<file path="src/rtl/mux_sel_ctrl.sv">
`default_nettype none
// ============================================================================
// Module   : mux_sel_ctrl
// Brief    : Synchronised data and debounced/auto-toggled select for mux2_1.
// Revision : 1.0 - initial release
// ============================================================================
module mux_sel_ctrl #(
    parameter int DB_CYCLES   = 1000000,
    parameter int AUTO_PERIOD = 100000000
) (
    input  logic       clk,
    input  logic       rst_n,
    input  logic       btn,
    input  logic       auto_en,
    input  logic [2:0] sw_a,
    input  logic [2:0] sw_b,
    output logic [2:0] in0,
    output logic [2:0] in1,
    output logic       cntrl,
    output logic       sel_chg
);

    localparam int DB_W   = (DB_CYCLES > 1) ? $clog2(DB_CYCLES) : 1;
    localparam int AUTO_W = $clog2(AUTO_PERIOD);
    localparam logic [DB_W-1:0]   DB_LAST   = DB_W'(DB_CYCLES - 1);
    localparam logic [AUTO_W-1:0] AUTO_LAST = AUTO_W'(AUTO_PERIOD - 1);

    // Bit layout of both synchroniser stages: {btn, auto_en, sw_a, sw_b}
    logic [7:0]        sync1_q;
    logic [7:0]        sync2_q;
    logic              btn_s;
    logic              auto_s;
    logic [2:0]        a_s;
    logic [2:0]        b_s;

    logic              db_level_q, db_level_d;
    logic [DB_W-1:0]   db_cnt_q,   db_cnt_d;
    logic [AUTO_W-1:0] auto_cnt_q, auto_cnt_d;
    logic              cntrl_q,    cntrl_d;
    logic              sel_chg_q,  sel_chg_d;
    logic [2:0]        in0_q;
    logic [2:0]        in1_q;
    logic              press;
    logic              tick;

    assign btn_s  = sync2_q[7];
    assign auto_s = sync2_q[6];
    assign a_s    = sync2_q[5:3];
    assign b_s    = sync2_q[2:0];

    always_comb begin
        db_level_d = db_level_q;
        db_cnt_d   = db_cnt_q;
        auto_cnt_d = auto_cnt_q;
        press      = 1'b0;
        tick       = 1'b0;

        if (btn_s == db_level_q) begin
            db_cnt_d = '0;
        end else if (db_cnt_q == DB_LAST) begin
            db_level_d = btn_s;
            db_cnt_d   = '0;
            press      = btn_s;
        end else begin
            db_cnt_d = db_cnt_q + DB_W'(1);
        end

        tick = auto_s && (auto_cnt_q == AUTO_LAST);

        // A press restarts the auto period; the wrap after a tick lands on 0 too.
        if (!auto_s || press || tick) begin
            auto_cnt_d = '0;
        end else begin
            auto_cnt_d = auto_cnt_q + AUTO_W'(1);
        end

        // Coincident press and tick cancel out.
        sel_chg_d = press ^ tick;
        cntrl_d   = cntrl_q ^ sel_chg_d;
    end

    always_ff @(posedge clk or negedge rst_n) begin
        if (!rst_n) begin
            sync1_q    <= '0;
            sync2_q    <= '0;
            in0_q      <= '0;
            in1_q      <= '0;
            db_level_q <= 1'b0;
            db_cnt_q   <= '0;
            auto_cnt_q <= '0;
            cntrl_q    <= 1'b0;
            sel_chg_q  <= 1'b0;
        end else begin
            sync1_q    <= {btn, auto_en, sw_a, sw_b};
            sync2_q    <= sync1_q;
            in0_q      <= a_s;
            in1_q      <= b_s;
            db_level_q <= db_level_d;
            db_cnt_q   <= db_cnt_d;
            auto_cnt_q <= auto_cnt_d;
            cntrl_q    <= cntrl_d;
            sel_chg_q  <= sel_chg_d;
        end
    end

    assign in0     = in0_q;
    assign in1     = in1_q;
    assign cntrl   = cntrl_q;
    assign sel_chg = sel_chg_q;

endmodule
`default_nettype wire

</file>
<file path="config.mk">
export PLATFORM = sky130hd
export DESIGN_NAME = mux_sel_ctrl
export DESIGN_NICKNAME = d
export VERILOG_FILES = /design/src/rtl/mux_sel_ctrl.sv
export SDC_FILE = /design/constraint.sdc
export NUM_CORES = 1
export LEC_CHECK = 0
export CAP_MARGIN = 40
export CORE_MARGIN = 8
export CORE_UTILIZATION = 50
export DETAILED_ROUTE_END_ITERATION = 10
export GPL_ROUTABILITY_DRIVEN = 1
export PLACE_DENSITY = 0.74
export SLEW_MARGIN = 20
export SYNTH_ARGS = -nofsm -noshare
export SYNTH_HDL_FRONTEND = slang
export SYNTH_SLANG_ARGS = --single-unit
</file>
<file path="constraint.sdc">
create_clock -name clk -period 4.6 [get_ports clk]
set_input_delay 0.92 -clock clk [delete_from_list [all_inputs] [get_ports clk]]
set_output_delay 0.92 -clock clk [all_outputs]
set_load 0.1 [all_outputs]
</file>
---- Word-level counts from Yosys, hierarchy flattened ----
Index checks and enable logic that the tools add are counted.
storage, ports and cells
  register bits ........................... 72
  output and inout port bits .............. 8
operators by class
  $add $sub $neg .......................... 2
  bitwise gates (word level) .............. 3
  mux-type cells .......................... 5
  eq/ne operators ......................... 3
  reductions and logical operators ........ 5
operator list
  operator                                                          count
  20-bit 2-to-1 mux                                                 2
  27-bit by 1-bit adder with 27-bit output (second input constant)  1
  27-bit equality test (second input constant)                      1
  27-bit 2-to-1 mux                                                 1
  20-bit by 1-bit adder with 20-bit output (second input constant)  1
  20-bit equality test (second input constant)                      1
  1-bit logical OR                                                  2
  1-bit 2-to-1 mux                                                  2
  2-bit AND reduction                                               1
  1-bit bitwise XOR                                                 2
  1-bit equality test                                               1
  1-bit logical AND                                                 1
  1-bit zero test                                                   1
  1-bit NOT                                                         1

---- Depth between registers and ports, before layout ----
  word-level depth ........................ 6
  depth in mapped cells ................... 7

---- Worst setup path after synthesis ----
No wires, ideal clock.
  path type ............................... reg-to-reg
  start point ............................. reg auto_cnt_q[19]
  end point ............................... reg auto_cnt_q[17]
  library setup time ...................... 121 ps
  setup slack ............................. 2727 ps
  stages on the path, launching flop included .. 7
  buffers on the path ..................... 1
  data arrival time ....................... 1752 ps
  clock period less this slack ............ 1873 ps
  cell sequence ........................... dfrtp_1 or4_1 nor4_1 nand4_1 nand3_1 buf_2 nor2_1
on the way
  cells in the longest elaborated chain, start to end .. 4
ends and longest elaborated chain
  what                      line  text
  start: declaration        38    logic [AUTO_W-1:0] auto_cnt_q, auto_cnt_d;
  start signal: assignment  100   auto_cnt_q <= auto_cnt_d;
  27-bit equality test      68    tick = auto_s && (auto_cnt_q == AUTO_LAST);
  1-bit logical AND         68
  1-bit logical OR          71    if (!auto_s || press || tick) begin
  27-bit 2-to-1 mux         71
  net auto_cnt_d[17]        38
The timed path passes the listed nets, and every way through them passes these cells.
A chain may end at the register's enable or synchronous reset.

---- Final worst setup path ----
  start point ............................. reg in0_q[1], in the netlist in0[1]
  end point ............................... out in0[1]
RTL lines
  what                      line  text
  start: declaration        41    logic [2:0] in0_q;
  start signal: assignment  96    in0_q <= a_s;
  end: declaration          17    output logic [2:0] in0,
No word-level cell between the ends.

==> impl_metrics.sql <==
INSERT INTO impl_metrics (metric_group, metric, value, unit) VALUES
('yosys', 'yosys-top-cells-area', 'sky130_fd_sc_hd__dfrtp_1 59%, sky130_fd_sc_hd__xor2_1 7.2%, sky130_fd_sc_hd__nor2_1 6.6%', ''),
('finish', 'final-seq-area', '1800', 'um^2'),
('floorplanning', 'rows', '28', ''),
('worst_setup_path', 'cp.required', '3.68', 'ns'),
('yosys', 'synth-compound-area-share', '0.00451', ''),
('clock_tree', 'clock_sinks', '72', ''),
('yosys', 'yosys.area_share.simple', '0.249', ''),
('finish', 'antenna_cells_inserted', '0', ''),
('timing', 'timing.setup.tns', '0', 'ns'),
('yosys', 'dominantRegCellSynth', 'sky130_fd_sc_hd__dfrtp_1', ''),
('timing', 'grt_setup_unrepaired', 'false', ''),
('global_route', 'antenna_violations_before_repair', '0', ''),
('worst_setup_path', 'critPathLaunchType', 'flip-flop', ''),
('clock_tree', 'hold_buffers', '0', ''),
('routing', 'drtAntennaViolNets', '0', ''),
('clock_tree', 'number_of_buffers_added_by_the_clock_tree_synthesis_step', '9', ''),
('routing', 'drtIter0Drc', '156', ''),
('clock_tree', 'postCtsSetupRepairBufs', '0', ''),
('worst_setup_path', 'worst-setup-path-type', 'reg -> out', ''),
('timing', 'final.setup_skew', '0.0104', 'ns'),
('clock_tree', 'cts_tree', 'yes', ''),
('yosys', 'synth_seq_cells', '72', ''),
('global_route', 'grt_pass1_wl', '9590', 'um'),
('clock_tree', 'cts.root.buffer_cell', 'sky130_fd_sc_hd__clkbuf_8', ''),
('placed_design', 'place_area', '3470', 'um^2'),
('floorplanning', 'die_height', '94.2', 'um'),
('yosys', 'ys_async_sr_fraction', '1.00', ''),
('placed_design', 'portBuffers', '17', ''),
('routing', 'route.detailed.drc', '0', ''),
('clock_tree', 'cts_resized', '0', ''),
('yosys', 'portion_of_netlist_area_occupied_by_mux_cells', '0.00369', ''),
('placed_design', 'dp_worst_setup_slack', '2.37', 'ns'),
('finish', 'final_cell_count_no_fill', '397', ''),
('timing', 'maxSlewHeadroom', '0.530', ''),
('yosys', 'synthDominantAreaCellType', 'sky130_fd_sc_hd__dfrtp_1', ''),
('timing', 'min_period_over_period', '0.514', ''),
('placed_design', 'place.detailed.hpwl', '3800', 'um'),
('worst_setup_path', 'critPathArrivalTime', '1.44', 'ns'),
('min_path', 'tightest_hold_check_type', 'reg -> reg', ''),
('routing', 'detail_route.wl_per_cell', '13.7', 'um'),
('yosys', 'synth_common_cells', '72 x sky130_fd_sc_hd__dfrtp_1, 54 x sky130_fd_sc_hd__nor2_1, 27 x sky130_fd_sc_hd__nand3_1, 25 x sky130_fd_sc_hd__xor2_1, 19 x sky130_fd_sc_hd__xnor2_1', ''),
('global_route', 'grt_start_max_net_pins', '34', ''),
('yosys', 'post_synth.cell_area_avg', '10.8', 'um^2'),
('routing', 'vias_per_cell', '5.28', ''),
('yosys', 'post_synth_inst_count', '284', ''),
('pwr', 'worst_ir_drop_vdd', '0.000280', 'V'),
('floorplanning', 'starting_density_of_the_core', '0.516', ''),
('placed_design', 'place.gp.congestion', '0.806', ''),
('yosys', 'post_synth_fa_ha_maj_area_fraction', '0.00819', ''),
('routing', 'wirelength', '5430', 'um'),
('yosys', 'ys_types', '33', ''),
('global_route', 'overflow_left_after_global_routing', '0', ''),
('yosys', 'netlist_area', '3050', 'um^2'),
('timing', 'fmax', '423', 'MHz'),
('worst_setup_path', 'cp_capture_type', 'output port', ''),
('pwr', 'share_comb_of_total_power', '0.060', ''),
('timing', 'fin_crit', '2.36', 'ns'),
('pwr', 'switching_share', '0.242', ''),
('pwr', 'clkPwrFrac', '0.416', ''),
('pwr', 'switchingPower', '0.302', 'mW'),
('timing', 'worst_margin_slew', '0.700', 'ns'),
('floorplanning', 'fp.coreArea', '5920', 'um^2'),
('flow_run', 'max_cap_violations', '0', ''),
('outcome', 'run_status', 'finished, final reports clean', ''),
('finish', 'flow.area_growth_from_synthesis', '20.6', '%'),
('finish', 'final_design_area_no_fill', '3680', 'um^2'),
('timing', 'timing_max_transition_violations_final', '0', ''),
('global_route', 'track_usage', '0.139', ''),
('yosys', 'synth_most_common_cell', 'sky130_fd_sc_hd__dfrtp_1', ''),
('routing', 'drtPass1Iterations', '4', ''),
('clock_tree', 'cts.clk_slew.worst_paths', '0.08', 'ns');
per-stage QoR:
stage                     power [mW]  hold WS (ns)
after floorplan                0.698         0.331
after global placement         0.727         0.332
after detailed placement       0.744         0.335
after CTS                       1.26         0.354
after global routing            1.30         0.356
final                           1.25         0.348
area by class of cell:
type,count,area share
tap,75,0.0255
sequential,72,0.489
clock buffer,10,0.0374
timing repair buffer,29,0.0968
clock inverter,6,0.0200
multi-input combinational,199,0.325
inverter,6,0.00611
logic make-up after synthesis:
group                    Yosys count
multiplexers                       1
adder cells (fa/ha/maj)            2
XOR/XNOR                          44
buffers and inverters             13
AO/OA/AOI/OAI                      2
AND/OR/NAND/NOR                  150
flip-flops                        72
path summary, 6_finish.rpt:
check / start / to / slack (ns) / cells after the start
max: in0[1]$_DFF_PN0_ / in0[1] / 2.24 / 2
min: sync1_q[4]$_DFF_PN0_ / sync2_q[4]$_DFF_PN0_ / 0.35 / 0
max reg2reg: auto_cnt_q[11]$_DFF_PN0_ / auto_cnt_q[11]$_DFF_PN0_ / 2.38 / 6
min reg2reg: sync1_q[4]$_DFF_PN0_ / sync2_q[4]$_DFF_PN0_ / 0.35 / 0
max in group asynchronous: rst_n / db_cnt_q[17]$_DFF_PN0_ / 3.47 / 2
min in group asynchronous: rst_n / sync2_q[1]$_DFF_PN0_ / 0.48 / 1
critical path, stage by stage, from the launching register on:
cell                              delay, ns
sky130_fd_sc_hd__dfrtp_1               0.34
sky130_fd_sc_hd__clkdlybuf4s50_1       0.56
sky130_fd_sc_hd__buf_16                0.19
cell usage in the layout, fill, tap and decap left out, types with 4 or more instances in the layout:
cell type / n
sky130_fd_sc_hd__and3_1: 4
sky130_fd_sc_hd__buf_8: 6
sky130_fd_sc_hd__clkbuf_8: 10
sky130_fd_sc_hd__clkdlybuf4s50_1: 16
sky130_fd_sc_hd__dfrtp_1: 72
sky130_fd_sc_hd__inv_1: 6
sky130_fd_sc_hd__nand2_1: 17
sky130_fd_sc_hd__nand3_1: 27
sky130_fd_sc_hd__nand4_1: 11
sky130_fd_sc_hd__nor2_1: 54
sky130_fd_sc_hd__nor3_1: 10
sky130_fd_sc_hd__nor4_1: 6
sky130_fd_sc_hd__xnor2_1: 19
sky130_fd_sc_hd__xor2_1: 25
power by group through the flow:
stage	Combinational (mW)	Clock, mW	Sequential, mW
final	0.0752	0.520	0.654
after detailed placement	0.0770	0	0.667
after global routing	0.0823	0.560	0.656
after CTS	0.0771	0.531	0.654
after floorplan	0.0130	0	0.685
after global placement	0.0612	0	0.666
state kept, by name, indices dropped and copies added (netlist names):
signal and count:
auto_cnt_q 27, db_cnt_q 20, sync1_q 8, sync2_q 8, in0 3, in1 3, cntrl 1, db_level_q 1
sel_chg 1
per-layer routing:
layer | vias to the layer above | GRT usage | part of all wire
li1 | 1030 | - | -
met1 | 1022 | 0.182 | 0.49
met2 | 35 | 0.202 | 0.46
met3 | 11 | 0.0376 | 0.036
met4 | 0 | 0.0832 | 0.021
met5 | - | 0 | 0
No activity file was read; power rests on OpenSTA's default activity.
